**config.mk**
```make
export PLATFORM = sky130hd
export DESIGN_NAME = jtframe_ioctl_upload_flat
export DESIGN_NICKNAME = d
export VERILOG_FILES = /design/src/rtl/jtframe_ioctl_upload_if.sv /design/src/rtl/jtframe_ioctl_upload.sv /design/src/flat_wrapper.sv
export SDC_FILE = /design/constraint.sdc
export NUM_CORES = 1
export LEC_CHECK = 0
export ABC_AREA = 1
export BUFFER_PORTS_ARGS = -buffer_cell sky130_fd_sc_hd__buf_2
export CAP_MARGIN = 40
export CORE_MARGIN = 10
export CORE_UTILIZATION = 40
export CTS_CLUSTER_SIZE = 40
export DETAILED_ROUTE_END_ITERATION = 10
export PLACE_DENSITY_LB_ADDON = 0.1
export SYNTH_ARGS = -nofsm -noshare
export SYNTH_HDL_FRONTEND = slang
export SYNTH_SLANG_ARGS = --single-unit
export TNS_END_PERCENT = 10
```
**constraint.sdc**
```tcl
create_clock -name clk_sys -period 1.97 [get_ports clk_sys]
set_input_delay 0.197 -clock clk_sys [delete_from_list [all_inputs] [get_ports clk_sys]]
set_output_delay 0.197 -clock clk_sys [all_outputs]
set_load 0.05 [all_outputs]
```
**src/rtl/jtframe_ioctl_upload_if.sv**
```systemverilog
//----------------------------------------------------------------------------
// jtframe_ioctl_upload_if
//
// Bundles the SPI pins of the MiST I/O link together with the ioctl-style
// read port used by the upload block.
//   SPI_SCK, SPI_SS2, SPI_DI : SPI clock, frame select (active low), data in
//   spi_do, spi_do_oe        : SPI data out and its tri-state enable
//   ioctl_addr, ioctl_rd     : byte address and one-cycle read strobe
//   ioctl_data2sd            : read data returned by game memory
//   upload_busy              : upload in progress
// The slave modport is the upload block; the master modport is the
// ARM controller plus the game memory.
//----------------------------------------------------------------------------
`timescale 1ns/1ps

interface jtframe_ioctl_upload_if #(
    parameter int AW = 25
);
    logic          SPI_SCK;
    logic          SPI_SS2;
    logic          SPI_DI;
    logic          spi_do;
    logic          spi_do_oe;
    logic [AW-1:0] ioctl_addr;
    logic          ioctl_rd;
    logic [7:0]    ioctl_data2sd;
    logic          upload_busy;

    modport slave (
        input  SPI_SCK, SPI_SS2, SPI_DI, ioctl_data2sd,
        output spi_do, spi_do_oe, ioctl_addr, ioctl_rd, upload_busy
    );

    modport master (
        output SPI_SCK, SPI_SS2, SPI_DI, ioctl_data2sd,
        input  spi_do, spi_do_oe, ioctl_addr, ioctl_rd, upload_busy
    );
endinterface

```
**src/rtl/jtframe_ioctl_upload.sv**
```systemverilog
//----------------------------------------------------------------------------
// jtframe_ioctl_upload
//
// SPI-slave transmitter for the MiST I/O link. After SPI_SS2 falls and the
// ARM sends CMD_UPLOAD, bytes are fetched from game memory through the
// ioctl read port and shifted out MSB-first on spi_do (SPI mode 0).
//
// Ports:
//   clk_sys : system clock, the only clock; SPI pins are oversampled
//   rst_n   : asynchronous active-low reset
//   bus     : jtframe_ioctl_upload_if.slave (SPI pins + ioctl read port)
//
// Parameters:
//   AW         : ioctl_addr width (must match the interface AW)
//   CMD_UPLOAD : command byte that starts an upload
//   RD_LAT     : cycles from ioctl_rd to valid ioctl_data2sd (>= 1)
//----------------------------------------------------------------------------
`timescale 1ns/1ps

module jtframe_ioctl_upload #(
    parameter int         AW         = 25,
    parameter logic [7:0] CMD_UPLOAD = 8'h54,
    parameter int         RD_LAT     = 2
) (
    input  logic                   clk_sys,
    input  logic                   rst_n,
    jtframe_ioctl_upload_if.slave  bus
);

    typedef enum logic [2:0] {
        ST_IDLE,
        ST_CMD,
        ST_FETCH,
        ST_SEND,
        ST_IGNORE
    } state_t;

    localparam int          LW       = $clog2(RD_LAT + 2);
    // Counter starts one above RD_LAT so that the value 1 marks the cycle
    // in which ioctl_data2sd is valid.
    localparam logic [LW-1:0] LAT_INIT = LW'(RD_LAT + 1);

    // Synchroniser chains: _m first stage, _s synchronised, _h history
    logic sck_m_q, sck_s_q, sck_h_q;
    logic ss_m_q,  ss_s_q,  ss_h_q;
    logic di_m_q,  di_s_q;
    logic sck_rise_q, sck_fall_q, ss_fall_q, ss_rise_q;

    state_t        state_q;
    logic [2:0]    bit_q;
    logic [7:0]    sh_q;
    logic [7:0]    buf_q;
    logic [LW-1:0] lat_q;
    logic [AW-1:0] addr_q;
    logic          rd_q;
    logic          busy_q;
    logic          do_q;
    logic          oe_q;

    logic [7:0]    cmd_d;
    logic [AW-1:0] addr_d;

    assign cmd_d  = {sh_q[6:0], di_s_q};
    assign addr_d = addr_q + 1'b1;   // wraps modulo 2^AW

    assign bus.spi_do      = do_q;
    assign bus.spi_do_oe   = oe_q;
    assign bus.ioctl_addr  = addr_q;
    assign bus.ioctl_rd    = rd_q;
    assign bus.upload_busy = busy_q;

    // Two-flop synchronisers plus a history flop; edge strobes are
    // registered, giving three cycles from pin edge to strobe.
    always_ff @(posedge clk_sys or negedge rst_n) begin
        if (!rst_n) begin
            sck_m_q    <= 1'b0;
            sck_s_q    <= 1'b0;
            sck_h_q    <= 1'b0;
            ss_m_q     <= 1'b1;
            ss_s_q     <= 1'b1;
            ss_h_q     <= 1'b1;
            di_m_q     <= 1'b0;
            di_s_q     <= 1'b0;
            sck_rise_q <= 1'b0;
            sck_fall_q <= 1'b0;
            ss_fall_q  <= 1'b0;
            ss_rise_q  <= 1'b0;
        end else begin
            sck_m_q    <= bus.SPI_SCK;
            sck_s_q    <= sck_m_q;
            sck_h_q    <= sck_s_q;
            ss_m_q     <= bus.SPI_SS2;
            ss_s_q     <= ss_m_q;
            ss_h_q     <= ss_s_q;
            di_m_q     <= bus.SPI_DI;
            di_s_q     <= di_m_q;
            sck_rise_q <=  sck_s_q & ~sck_h_q;
            sck_fall_q <= ~sck_s_q &  sck_h_q;
            ss_fall_q  <= ~ss_s_q  &  ss_h_q;
            ss_rise_q  <=  ss_s_q  & ~ss_h_q;
        end
    end

    always_ff @(posedge clk_sys or negedge rst_n) begin
        if (!rst_n) begin
            state_q <= ST_IDLE;
            bit_q   <= 3'd0;
            sh_q    <= 8'd0;
            buf_q   <= 8'd0;
            lat_q   <= '0;
            addr_q  <= '0;
            rd_q    <= 1'b0;
            busy_q  <= 1'b0;
            do_q    <= 1'b0;
            oe_q    <= 1'b0;
        end else begin
            rd_q <= 1'b0;
            // The read latency counter keeps running across an abort so an
            // in-flight read completes; its data is simply not captured.
            if (lat_q != '0) lat_q <= lat_q - 1'b1;

            if (ss_rise_q) begin
                // Frame end wins over any SCK strobe in the same cycle
                state_q <= ST_IDLE;
                busy_q  <= 1'b0;
                oe_q    <= 1'b0;
            end else begin
                case (state_q)
                    ST_IDLE: begin
                        if (ss_fall_q) begin
                            state_q <= ST_CMD;
                            bit_q   <= 3'd0;
                            sh_q    <= 8'd0;
                            addr_q  <= '0;
                        end
                    end

                    ST_CMD: begin
                        if (sck_rise_q) begin
                            sh_q  <= cmd_d;
                            bit_q <= bit_q + 3'd1;
                            if (bit_q == 3'd7) begin
                                if (cmd_d == CMD_UPLOAD) begin
                                    state_q <= ST_FETCH;
                                    busy_q  <= 1'b1;
                                    rd_q    <= 1'b1;
                                    lat_q   <= LAT_INIT;
                                    oe_q    <= ~ss_m_q;
                                end else begin
                                    state_q <= ST_IGNORE;
                                end
                            end
                        end
                    end

                    ST_FETCH: begin
                        // ss_m_q is what ss_s_q becomes this edge, so oe
                        // follows the synchronised SS without a lag.
                        oe_q <= ~ss_m_q;
                        if (lat_q == 1) begin
                            buf_q   <= bus.ioctl_data2sd;
                            bit_q   <= 3'd0;
                            state_q <= ST_SEND;
                        end
                    end

                    ST_SEND: begin
                        oe_q <= ~ss_m_q;
                        if (lat_q == 1) buf_q <= bus.ioctl_data2sd;
                        if (sck_fall_q) begin
                            // bit_q counts falls within a byte; fall 0 is the
                            // one following the previous byte's last rise.
                            if (bit_q == 3'd0) begin
                                do_q   <= buf_q[7];
                                sh_q   <= {buf_q[6:0], 1'b0};
                                addr_q <= addr_d;
                                rd_q   <= 1'b1;
                                lat_q  <= LAT_INIT;
                            end else begin
                                do_q <= sh_q[7];
                                sh_q <= {sh_q[6:0], 1'b0};
                            end
                            bit_q <= bit_q + 3'd1;
                        end
                    end

                    ST_IGNORE: begin
                        oe_q <= 1'b0;
                    end

                    default: state_q <= ST_IDLE;
                endcase
            end
        end
    end

endmodule
```
**src/flat_wrapper.sv**
```systemverilog
// flat-port wrapper written by rule: the top's interface ports become plain ports
module jtframe_ioctl_upload_flat 
#(
    parameter int         AW         = 25,
    parameter logic [7:0] CMD_UPLOAD = 8'h54,
    parameter int         RD_LAT     = 2
)
  (clk_sys, rst_n, bus_SPI_SCK, bus_SPI_SS2, bus_SPI_DI, bus_ioctl_data2sd, bus_spi_do, bus_spi_do_oe, bus_ioctl_addr, bus_ioctl_rd, bus_upload_busy);
  jtframe_ioctl_upload_if #(.AW(AW)) bus_i ();
  input  logic clk_sys;
  input  logic rst_n;
  input wire logic [$bits(bus_i.SPI_SCK)-1:0] bus_SPI_SCK;
  input wire logic [$bits(bus_i.SPI_SS2)-1:0] bus_SPI_SS2;
  input wire logic [$bits(bus_i.SPI_DI)-1:0] bus_SPI_DI;
  input wire logic [$bits(bus_i.ioctl_data2sd)-1:0] bus_ioctl_data2sd;
  output wire logic [$bits(bus_i.spi_do)-1:0] bus_spi_do;
  output wire logic [$bits(bus_i.spi_do_oe)-1:0] bus_spi_do_oe;
  output wire logic [$bits(bus_i.ioctl_addr)-1:0] bus_ioctl_addr;
  output wire logic [$bits(bus_i.ioctl_rd)-1:0] bus_ioctl_rd;
  output wire logic [$bits(bus_i.upload_busy)-1:0] bus_upload_busy;
  assign bus_i.SPI_SCK = bus_SPI_SCK;
  assign bus_i.SPI_SS2 = bus_SPI_SS2;
  assign bus_i.SPI_DI = bus_SPI_DI;
  assign bus_i.ioctl_data2sd = bus_ioctl_data2sd;
  assign bus_spi_do = bus_i.spi_do;
  assign bus_spi_do_oe = bus_i.spi_do_oe;
  assign bus_ioctl_addr = bus_i.ioctl_addr;
  assign bus_ioctl_rd = bus_i.ioctl_rd;
  assign bus_upload_busy = bus_i.upload_busy;
  jtframe_ioctl_upload #(.AW(AW), .CMD_UPLOAD(CMD_UPLOAD), .RD_LAT(RD_LAT)) u_core (.clk_sys(clk_sys), .rst_n(rst_n), .bus(bus_i));
endmodule
```
==> flow_summary.ini <==
[status]
status = completed

[finish]
fillers = 831
layout.nets = 531
num_antenna_cells = 0
final_cell_mix = nand2_1, dfrtp_1, nor2_1
areaGrowthSynthToFinish_pct = 17.75
final_common_cell = nand2_1
drive_above_1_share = 0.1696
design_area_um2 = 4059
multi_input_area_um2 = 1590
seq_area_um2 = 1632

[clock_network]
cts_made_buffers = 9
cts-root-buf = clkbuf_8
clkLatencyLatePin_ns = 0.35
clockBufferDepth = 2
htreeDepth = 3
cts_tree = yes
path_clk_slew_ns = 0.08
clock-sinks = 65

[global_routing]
use_met2 = 0.2369
overflow = 0
busiest_layer = met2
grt_max_degree = 30
track_usage = 0.1346
met3_usage = 0.03539
grt_pass1_vias = 3033
antenna_found_initial = 0
grt_pass1_wl_um = 14350
use_met1 = 0.1524

[routing]
drt-initial-drc-count = 109
drt-pass1-iter-count = 4
vias = 3101
drc_errors = 0
routedWlPerCell_um = 13.56
via_per_inst = 4.970
drtAntennaViolNets = 0
wl_um = 8459

[critical_path]
r2r_end = u_core.bus.ioctl_addr[16]
r2r_slack_ns = 0.33
critPathLaunchType = flip-flop
end_kind = flip-flop
cp.arrival_ns = 1.92
critPathKind = reg -> reg
worstRegToRegCells = 8
crit_fanout = 8
cp_data_required_time_ns = 2.25
reg2reg_from = u_core.bus.ioctl_addr[0]

[sta]
fin_crit_ns = 1.642
max_slew_margin = 0.6362
period_share = 0.8334
fmax_mhz = 609.1
hold_viol_final = 0
setup_viol = 0
finalSetupTns_ns = 0
skew_ns = 0.01372
postLayoutSetupSlackWorst_ns = 0.3283
rsz0062_at_grt = no
hold_ws_ns = 0.07984
worstMarginPinSlew_ns = 0.5458
slew_violations = 0

[floorplanning]
die_w_um = 112.8
die_h_um = 112.8
die_area_um2 = 12730
io_pins = 42
fp.coreArea_um2 = 8299
rows = 33
start_util = 0.4153

[yosys]
yosysSeqAreaShare = 0.4730
async_flop_share = 1.000
avgSynthCellArea_um2 = 7.494
synthTopCellsByArea = dfrtp_1, nand2_1, nor2_1, inv_1, nand3_1
netlist_instances = 460
yosysTopAreaCellShare = 0.4501
synth_area_um2 = 3447
synth_top_area_cell = dfrtp_1
synth.distinct_cells = 29
synth_edf_count = 0
synth_nets = 477
yosysWarnings = 0
ys.flop_type = dfrtp_1
ys_ff_latch = 65

[power_and_ir_drop]
p_sw_uw = 1094
switching_share = 0.3174
p_per_area_nw_per_um2 = 849.2
p_comb_frac = 0.189
clock_power_share = 0.378
pwr-share-seq = 0.432
vdd_drop_max_mv = 0.5406
p_leak_uw = 0.002079
internal_power_uw = 2353

[placed_design]
port_buffers = 41
dp_worst_setup_slack_ns = 0.2183
post-dp-hpwl_um = 6203
routabilityCongestion = 0.8899
place_area_um2 = 3789

[hold_path]
min_path_type = in -> reg
whs_path_depth = 2
min_from = bus_ioctl_data2sd[4]
worst_hold_path.endpoint = u_core.buf_q[4]

[flow_run]
max_cap_viol_count = 0
## worst max path at each step
stage / start / end / slack [ns] / cells after the start
finish: u_core.bus.ioctl_addr[0] / u_core.bus.ioctl_addr[16] / 0.33 / 8
global route: u_core.bit_q[0] / u_core.bus.ioctl_addr[2] / 0.14 / 10
CTS: u_core.bit_q[0] / u_core.bus.ioctl_addr[10] / 0.22 / 10
detailed placement: u_core.bit_q[0] / u_core.bus.ioctl_addr[10] / 0.22 / 10
global placement: u_core.bit_q[0] / u_core.bus.ioctl_addr[5] / 0.29 / 10
floorplan: u_core.bus.ioctl_addr[1] / u_core.bus.ioctl_addr[16] / 0.04 / 8
## critical path: stages, from the launching register on
cell	delay [ns]
dfrtp_2	0.44
ha_1	0.32
inv_1	0.09
nor2_1	0.16
nand2_1	0.11
nor2_1	0.15
xor2_1	0.15
nand3_1	0.08
nand2_1	0.07
## sequential cells by signal, summed over array words and instances, names as in the netlist, 2 cells and up
name,count
u_core.bus.ioctl_addr,25
u_core.buf_q,8
u_core.sh_q,8
u_core.bit_q,3
u_core.state_q,3
u_core.lat_q,2
## cell usage after synthesis, types with 2 or more instances
master,instances
or2_2,3
nor3_1,4
nand3b_1,2
buf_2,4
nand4_1,23
dfrtp_1,62
nand2_2,5
o21ai_1,2
o21ai_0,15
buf_6,2
o31ai_1,2
inv_2,2
inv_1,46
nand2_1,177
nor2_1,51
xor2_1,3
a21oi_1,2
nand3_1,32
ha_1,4
mux2_2,8
dfstp_2,3
## power by group through the flow
stage | clock [uW] | combinational [uW] | sequential (uW)
CTS | 1340 | 656 | 1490
finish | 1300 | 652 | 1490
detailed placement | 0 | 647 | 1510
global placement | 0 | 643 | 1510
global route | 1390 | 747 | 1510
floorplan | 0 | 461 | 1530
## per-stage QoR
| step | std cells | utilization | power (uW) |
|---|---|---|---|
| detailed placement | 604 | 0.4565 | 2161 |
| global placement | 604 | 0.4565 | 2156 |
| CTS | 624 | 0.4888 | 3488 |
| global route | 624 | 0.4891 | 3643 |
| finish | 624 | 0.4891 | 3447 |
| floorplan | 460 | - | 1989 |
## kinds of logic (layout without fill, tap and decap cells)
group / after synthesis / in the layout / share of synthesized area
buffers and inverters: 55 / 114 / 0.06570
xor gates and xnor gates: 4 / 4 / 0.01017
and+or+nand+nor: 300 / 300 / 0.3721
muxes: 8 / 8 / 0.02614
AOI/OAI and AO/OA: 24 / 24 / 0.03848
adders and majority gates: 4 / 4 / 0.01452
DFF: 65 / 65 / 0.4730
## routing by layer
metal	routed length, um	part of all wire	vias to the layer above
li1	-	-	1576
met1	3688	0.44	1438
met2	4230	0.50	74
met3	401	0.047	13
met4	138	0.016	0
met5	0	0	-
## final cells by class
type,count,area share
Multi-Input combinational cell,340,0.3918
Timing Repair Buffer,50,0.07275
Clock inverter,6,0.02219
Inverter,48,0.04501
Tap cell,105,0.03237
Sequential cell,65,0.4020
Clock buffer,10,0.03391
## timing repair
item / in CTS / in global routing
hold endpoints to repair: 24 / 0
setup buffers: 0 / 0
endpoints found under the setup margin: 0 / 7
hold buffers: 4 / 0
gates resized for setup: 0 / 3
(Power assumes the default switching activity.)
